===== src/rtl/core_lsu_pkg.sv =====
// rtl/core_lsu_pkg.sv - shared state and access-size definitions for the load/store controller
package core_lsu_pkg;

    typedef enum logic [1:0] {
        IDLE = 2'd0,
        REQ  = 2'd1,
        WAIT = 2'd2,
        RESP = 2'd3
    } lsu_state_t;

    localparam logic [3:0] SIZE_BYTE = 4'b0001;
    localparam logic [3:0] SIZE_HALF = 4'b0011;
    localparam logic [3:0] SIZE_WORD = 4'b1111;

endpackage


===== src/rtl/core_lsu_align.sv =====
// rtl/core_lsu_align.sv - byte enables, store lane replication and alignment check
module core_lsu_align
    import core_lsu_pkg::*;
(
    input  logic [3:0]  d_size,
    input  logic [1:0]  addr_lo,
    input  logic [31:0] wdata,
    output logic [3:0]  be,
    output logic [31:0] wdata_rep,
    output logic        misaligned
);

    // Unknown size codes fall into the word branch.
    always_comb begin
        be         = 4'b1111;
        wdata_rep  = wdata;
        misaligned = 1'b0;
        case (d_size)
            SIZE_BYTE: begin
                be        = 4'b0001 << addr_lo;
                wdata_rep = {4{wdata[7:0]}};
            end
            SIZE_HALF: begin
                be         = 4'b0011 << addr_lo;
                wdata_rep  = {2{wdata[15:0]}};
                misaligned = addr_lo[0];
            end
            default: begin
                misaligned = |addr_lo;
            end
        endcase
    end

endmodule


===== src/rtl/core_lsu_ctrl.sv =====
// rtl/core_lsu_ctrl.sv - single-outstanding load/store controller between MEM stage and data bus
module core_lsu_ctrl
    import core_lsu_pkg::*;
#(
    parameter int XLEN    = 32,
    parameter int TIMEOUT = 255
) (
    input  logic            i_clk,
    input  logic            i_rst,
    input  logic            i_mem_valid,
    input  logic            i_mem_we,
    input  logic [3:0]      i_d_size,
    input  logic [XLEN-1:0] i_addr,
    input  logic [XLEN-1:0] i_wdata,
    output logic            o_stall,
    output logic            o_misaligned,
    output logic            o_bus_err,
    output logic            o_rd_valid,
    output logic [XLEN-1:0] o_rd_data,
    output logic            o_data_req,
    output logic            o_data_we,
    output logic [3:0]      o_data_be,
    output logic [XLEN-1:0] o_data_addr,
    output logic [XLEN-1:0] o_data_wdata,
    input  logic            i_data_gnt,
    input  logic            i_data_rvalid,
    input  logic [XLEN-1:0] i_data_rdata,
    input  logic            i_data_err
);

    lsu_state_t      state;
    logic [7:0]      tmo_cnt;
    logic [3:0]      be_c;
    logic [XLEN-1:0] wdata_c;
    logic            mis_c;
    logic            accept;
    logic            tmo_hit;

    core_lsu_align u_align (
        .d_size     (i_d_size),
        .addr_lo    (i_addr[1:0]),
        .wdata      (i_wdata),
        .be         (be_c),
        .wdata_rep  (wdata_c),
        .misaligned (mis_c)
    );

    assign accept       = (state == IDLE) && i_mem_valid && !mis_c;
    assign o_misaligned = (state == IDLE) && i_mem_valid && mis_c;
    assign o_stall      = accept || (state == REQ) || (state == WAIT);
    // The counter tallies completed REQ/WAIT cycles, so this is the last one allowed.
    assign tmo_hit      = (tmo_cnt == 8'(TIMEOUT - 1));

    always_ff @(posedge i_clk or posedge i_rst) begin
        if (i_rst) begin
            state        <= IDLE;
            tmo_cnt      <= 8'd0;
            o_data_req   <= 1'b0;
            o_data_we    <= 1'b0;
            o_data_be    <= 4'd0;
            o_data_addr  <= '0;
            o_data_wdata <= '0;
            o_rd_valid   <= 1'b0;
            o_bus_err    <= 1'b0;
            o_rd_data    <= '0;
        end else begin
            case (state)
                IDLE: begin
                    tmo_cnt    <= 8'd0;
                    o_rd_valid <= 1'b0;
                    o_bus_err  <= 1'b0;
                    if (accept) begin
                        state        <= REQ;
                        o_data_req   <= 1'b1;
                        o_data_we    <= i_mem_we;
                        o_data_be    <= be_c;
                        o_data_addr  <= {i_addr[XLEN-1:2], 2'b00};
                        o_data_wdata <= wdata_c;
                    end
                end
                REQ: begin
                    if (tmo_hit) begin
                        state      <= RESP;
                        o_data_req <= 1'b0;
                        o_rd_valid <= 1'b1;
                        o_bus_err  <= 1'b1;
                        o_rd_data  <= '0;
                    end else begin
                        tmo_cnt <= tmo_cnt + 8'd1;
                        if (i_data_gnt) begin
                            state      <= WAIT;
                            o_data_req <= 1'b0;
                        end
                    end
                end
                WAIT: begin
                    // A response arriving on the final allowed cycle still wins over the timeout.
                    if (i_data_rvalid) begin
                        state      <= RESP;
                        o_rd_valid <= 1'b1;
                        o_bus_err  <= i_data_err;
                        o_rd_data  <= i_data_rdata;
                    end else if (tmo_hit) begin
                        state      <= RESP;
                        o_rd_valid <= 1'b1;
                        o_bus_err  <= 1'b1;
                        o_rd_data  <= '0;
                    end else begin
                        tmo_cnt <= tmo_cnt + 8'd1;
                    end
                end
                RESP: begin
                    state      <= IDLE;
                    o_rd_valid <= 1'b0;
                    o_bus_err  <= 1'b0;
                end
                default: state <= IDLE;
            endcase
        end
    end

endmodule


===== config.mk =====
export PLATFORM = sky130hd
export DESIGN_NAME = core_lsu_ctrl
export DESIGN_NICKNAME = d
export VERILOG_FILES = /design/src/rtl/core_lsu_pkg.sv /design/src/rtl/core_lsu_align.sv /design/src/rtl/core_lsu_ctrl.sv
export SDC_FILE = /design/constraint.sdc
export NUM_CORES = 1
export LEC_CHECK = 0
export BUFFER_PORTS_ARGS = -buffer_cell sky130_fd_sc_hd__buf_2
export CAP_MARGIN = 20
export CORE_MARGIN = 4
export CORE_UTILIZATION = 43
export CTS_CLUSTER_SIZE = 8
export DETAILED_ROUTE_END_ITERATION = 8
export PLACE_DENSITY_LB_ADDON = 0.1
export SETUP_SLACK_MARGIN = 0.5
export SLEW_MARGIN = 30
export SYNTH_ARGS = -nofsm -noshare
export SYNTH_HDL_FRONTEND = slang
export SYNTH_SLANG_ARGS = --single-unit

===== constraint.sdc =====
create_clock -name i_clk -period 3.45 [get_ports i_clk]
set_clock_uncertainty 0.2 [all_clocks]
set_input_delay 0.345 -clock i_clk [delete_from_list [all_inputs] [get_ports i_clk]]
set_output_delay 0.345 -clock i_clk [all_outputs]
set_load 0.005 [all_outputs]

==> qor.csv <==
stage,metric,value,unit
run_status,status,"complete, no violations",
critical_path,cp.buffers_inverters,2,
route,totalWireLength,13200,um
final_layout,drive_above_1_share,46.4,%
timing,achievable-frequency,387,MHz
route,detailedRoute.firstIterationViolations,294,
die,dieArea,0.0135,sq mm
yosys,synthTopCellsByArea,"dfrtp_1 (56%), mux2_4 (12%), a22o_1 (5.9%)",
die,floorplan.core_area,0.0114,sq mm
power,vdd.ir_drop.worst,0.000511,V
grt,first_global_vias,3799,
power,p_clk_share,20.5,%
die,design.portCount,213,
clocking,cts_repair_resize_count,0,
power,power.combinational.fraction,37.8,%
critical_path,end_kind,primary output,
final_layout,fin_nets,723,
clocking,post_cts.repair.setup_buffers,0,
timing,worst_slew_pin_slew,744,ps
critical_path,worstPathRequired,2900,ps
timing,max_slew_headroom,50.3,%
final_layout,postLayoutCoreUtil,57.5,%
yosys,yosys_warnings,0,
die,floorplan.die.width,116,um
grt,antenna_found_initial,1,
clocking,cts_inserted_buffers,9,
critical_path,critPathTopFamily,flip-flops,
placement,place_hpwl,9770,um
hold_path,hold_path_class,in -> reg,
route,vias,3896,
clocking,cts.reportedPaths.clkPinSlew,70,ps
final_layout,synthToLayoutAreaGrowth,30.4,%
timing,finalHoldViolCount,0,
placement,detailedPlace.worstSlack,1050,ps
critical_path,crit_path_max_incr_delay,460,ps
yosys,synth_xor_xnor_area_share,0.348,%
yosys,proportion_of_synthesized_flip_flops_having_asynchronous_set_or_reset,100,%
route,post-route-drc-count,0,
critical_path,critical_path.max_fanout,13,
yosys,synth_edf_count,0,
yosys,synthMostInstantiatedCell,dfrtp_1,
yosys,synth.mux.area_fraction,13.6,%
route,first_pass_iters,4,
yosys,yosysSeqAreaShare,55.6,%
critical_path,crit_path_start_kind,flop,
power,static-leakage-power,3.53,nW
timing,setup_viol_count_final,0,
yosys,synth_cell_types,53,
clocking,postCtsHoldBufs,1,
timing,grt_setup_unrepaired,no,
route,wire_per_inst,17.4,um
final_layout,insertedDiodeCount,0,
yosys,synth_area_per_cell,12.5,sq um
yosys,yosysTopAreaCell,dfrtp_1,
route,drt_antenna_net_count,0,
grt,grt_pass1_wl,20100,um
clocking,tritoncts,built,
yosys,synth_top_family_by_area,compound AO/OA/AOI/OAI gates,
timing,timing.final.ws_setup,869,ps
yosys,ys_ff_latch,112,
clocking,cts-root-buf,clkbuf_16,
yosys,post_synth_fa_ha_maj_area_fraction,1.74,%
placement,port_buffers,210,
critical_path,critical_path.cell_chain,"inv_1, ha_1, and2_1, o211ai_4, nand2_1, buf_2",
grt,grt_overflow_total,0,
yosys,synth_compound_gate_area_share,15.6,%
timing,holdWs,17.1,ps
die,initial_utilization,44.1,%
yosys,dominantRegCellSynth,dfrtp_1,
final_layout,fin_cells,757,
clocking,clock-sinks,112,
power,internal_power,3.63,mW
timing,timing.final.crit_share,74.8,%
die,placementRows,39,
grt,grt.total_usage,19.1,%
timing,fin_crit,2580,ps
timing,setup_tns,0,ps
critical_path,timing_worst_setup_path_type,reg -> out,
timing,drv_slew,0,
job,max_cap_violations,0,
yosys,synthCells,403,
power,part_of_the_power_in_registers,41.7,%
power,cellPowerDensity,810,mW/mm^2
clocking,clk_latency,340,ps
critical_path,crit_path_top_delay_cell,dfrtp_1,
placement,post-place-cells,740,
yosys,synthSimpleGateAreaFrac,9.29,%
die,die-height,116,um
yosys,netlist.area_leader.share,55.6,%
yosys,post_synthesis_instance_area,0.00504,sq mm
placement,gp_congestion,0.832,
power,p_switching,1.69,mW
clocking,max-clock-path-buffers,2,
critical_path,crit_arrival,2040,ps
power,sw_frac_of_total,31.8,%
grt,pin_count_of_the_biggest_net_entering_global_routing,57,
route,vias_per_cell,5.15,
yosys,ys_top_cells_by_count,"dfrtp_1 (112), mux2_4 (39), nand2_1 (37)",
clocking,cts_max_level,3,
==> path summary, 6_finish.rpt <==
check,from,end,slack (ps),cells after the start
worst max-delay path,state[0]$_DFFE_PP0P_,o_stall,870,6
worst min-delay path,i_data_rdata[27],o_rd_data[27]$_DFFE_PP0P_,20,2
worst max register to register,state[0]$_DFFE_PP0P_,o_rd_data[9]$_DFFE_PP0P_,1040,7
worst min register to register,o_data_wdata[13]$_DFFE_PP0P_,o_data_wdata[13]$_DFFE_PP0P_,270,2
max in group asynchronous,i_rst,o_data_wdata[21]$_DFFE_PP0P_,1810,4
min in group asynchronous,i_rst,o_data_addr[2]$_DFFE_PP0P_,470,3
==> flip-flops by register name, indices dropped and copies added (netlist names) <==
name and count:
o_data_wdata 32, o_rd_data 32, o_data_addr 30, tmo_cnt 8, o_data_be 4, state 2
o_bus_err 1, o_data_req 1, o_data_we 1, o_rd_valid 1
==> area by class of cell <==
type                       count  area [sq um]
fill                         964          4850
sequential                   112          2800
multi-input combinational    259          2050
timing repair buffer         220          1190
clock buffer                  12           267
tap                          143           179
clock inverter                 4          51.3
inverter                       7          30.0
==> stage by stage <==
| stage | area [sq um] | power [mW] |
|---|---|---|
| floorplan | 5040 | 3.35 |
| detailed placement | 6240 | 4.27 |
| global route | 6570 | 5.69 |
| finish | 6570 | 5.32 |
| CTS | 6570 | 5.39 |
| global placement | 6210 | 4.21 |
==> power groups by stage <==
stage	combinational, mW	sequential, mW	clock (mW)
after floorplan	1.08	2.27	0
after global placement	1.98	2.22	0
after detailed placement	2.04	2.23	0
after CTS	2.05	2.22	1.12
after global routing	2.23	2.30	1.17
final	2.01	2.22	1.09
==> logic make-up after synthesis <==
kind of cell	after synthesis
flops	112
other cells	1
fa+ha+maj	7
xor+xnor	2
simple gates	97
mux	49
compound gates	102
buf+inv	33
==> placed cells by master, fill, tap and decap left out, types with 2 or more instances in the layout <==
master / count
nand4b_1: 2
a211oi_1: 6
mux2_4: 39
buf_12: 3
nor2_2: 2
nand2_1: 37
nor3_1: 2
clkbuf_8: 3
and3_1: 3
conb_1: 2
clkinvlp_4: 2
buf_2: 210
o31ai_1: 16
nor2_1: 26
a22o_1: 34
o21ai_0: 17
a21o_1: 2
dfrtp_1: 112
clkbuf_16: 9
nor2b_1: 11
a21oi_1: 9
buf_4: 5
inv_1: 6
a311oi_1: 2
nand3_1: 4
a22oi_1: 2
ha_1: 7
or3_1: 2
mux2i_1: 9
a211oi_2: 2
==> routing by layer <==
metal,GRT usage [%],vias to the layer above,wire length (um)
met2,30.2,157,6000
met3,5.08,16,1150
met4,6.88,2,215
met1,25.5,1860,5770
met5,0,-,11
li1,-,1861,-
Power figures use the tool's default switching activity.
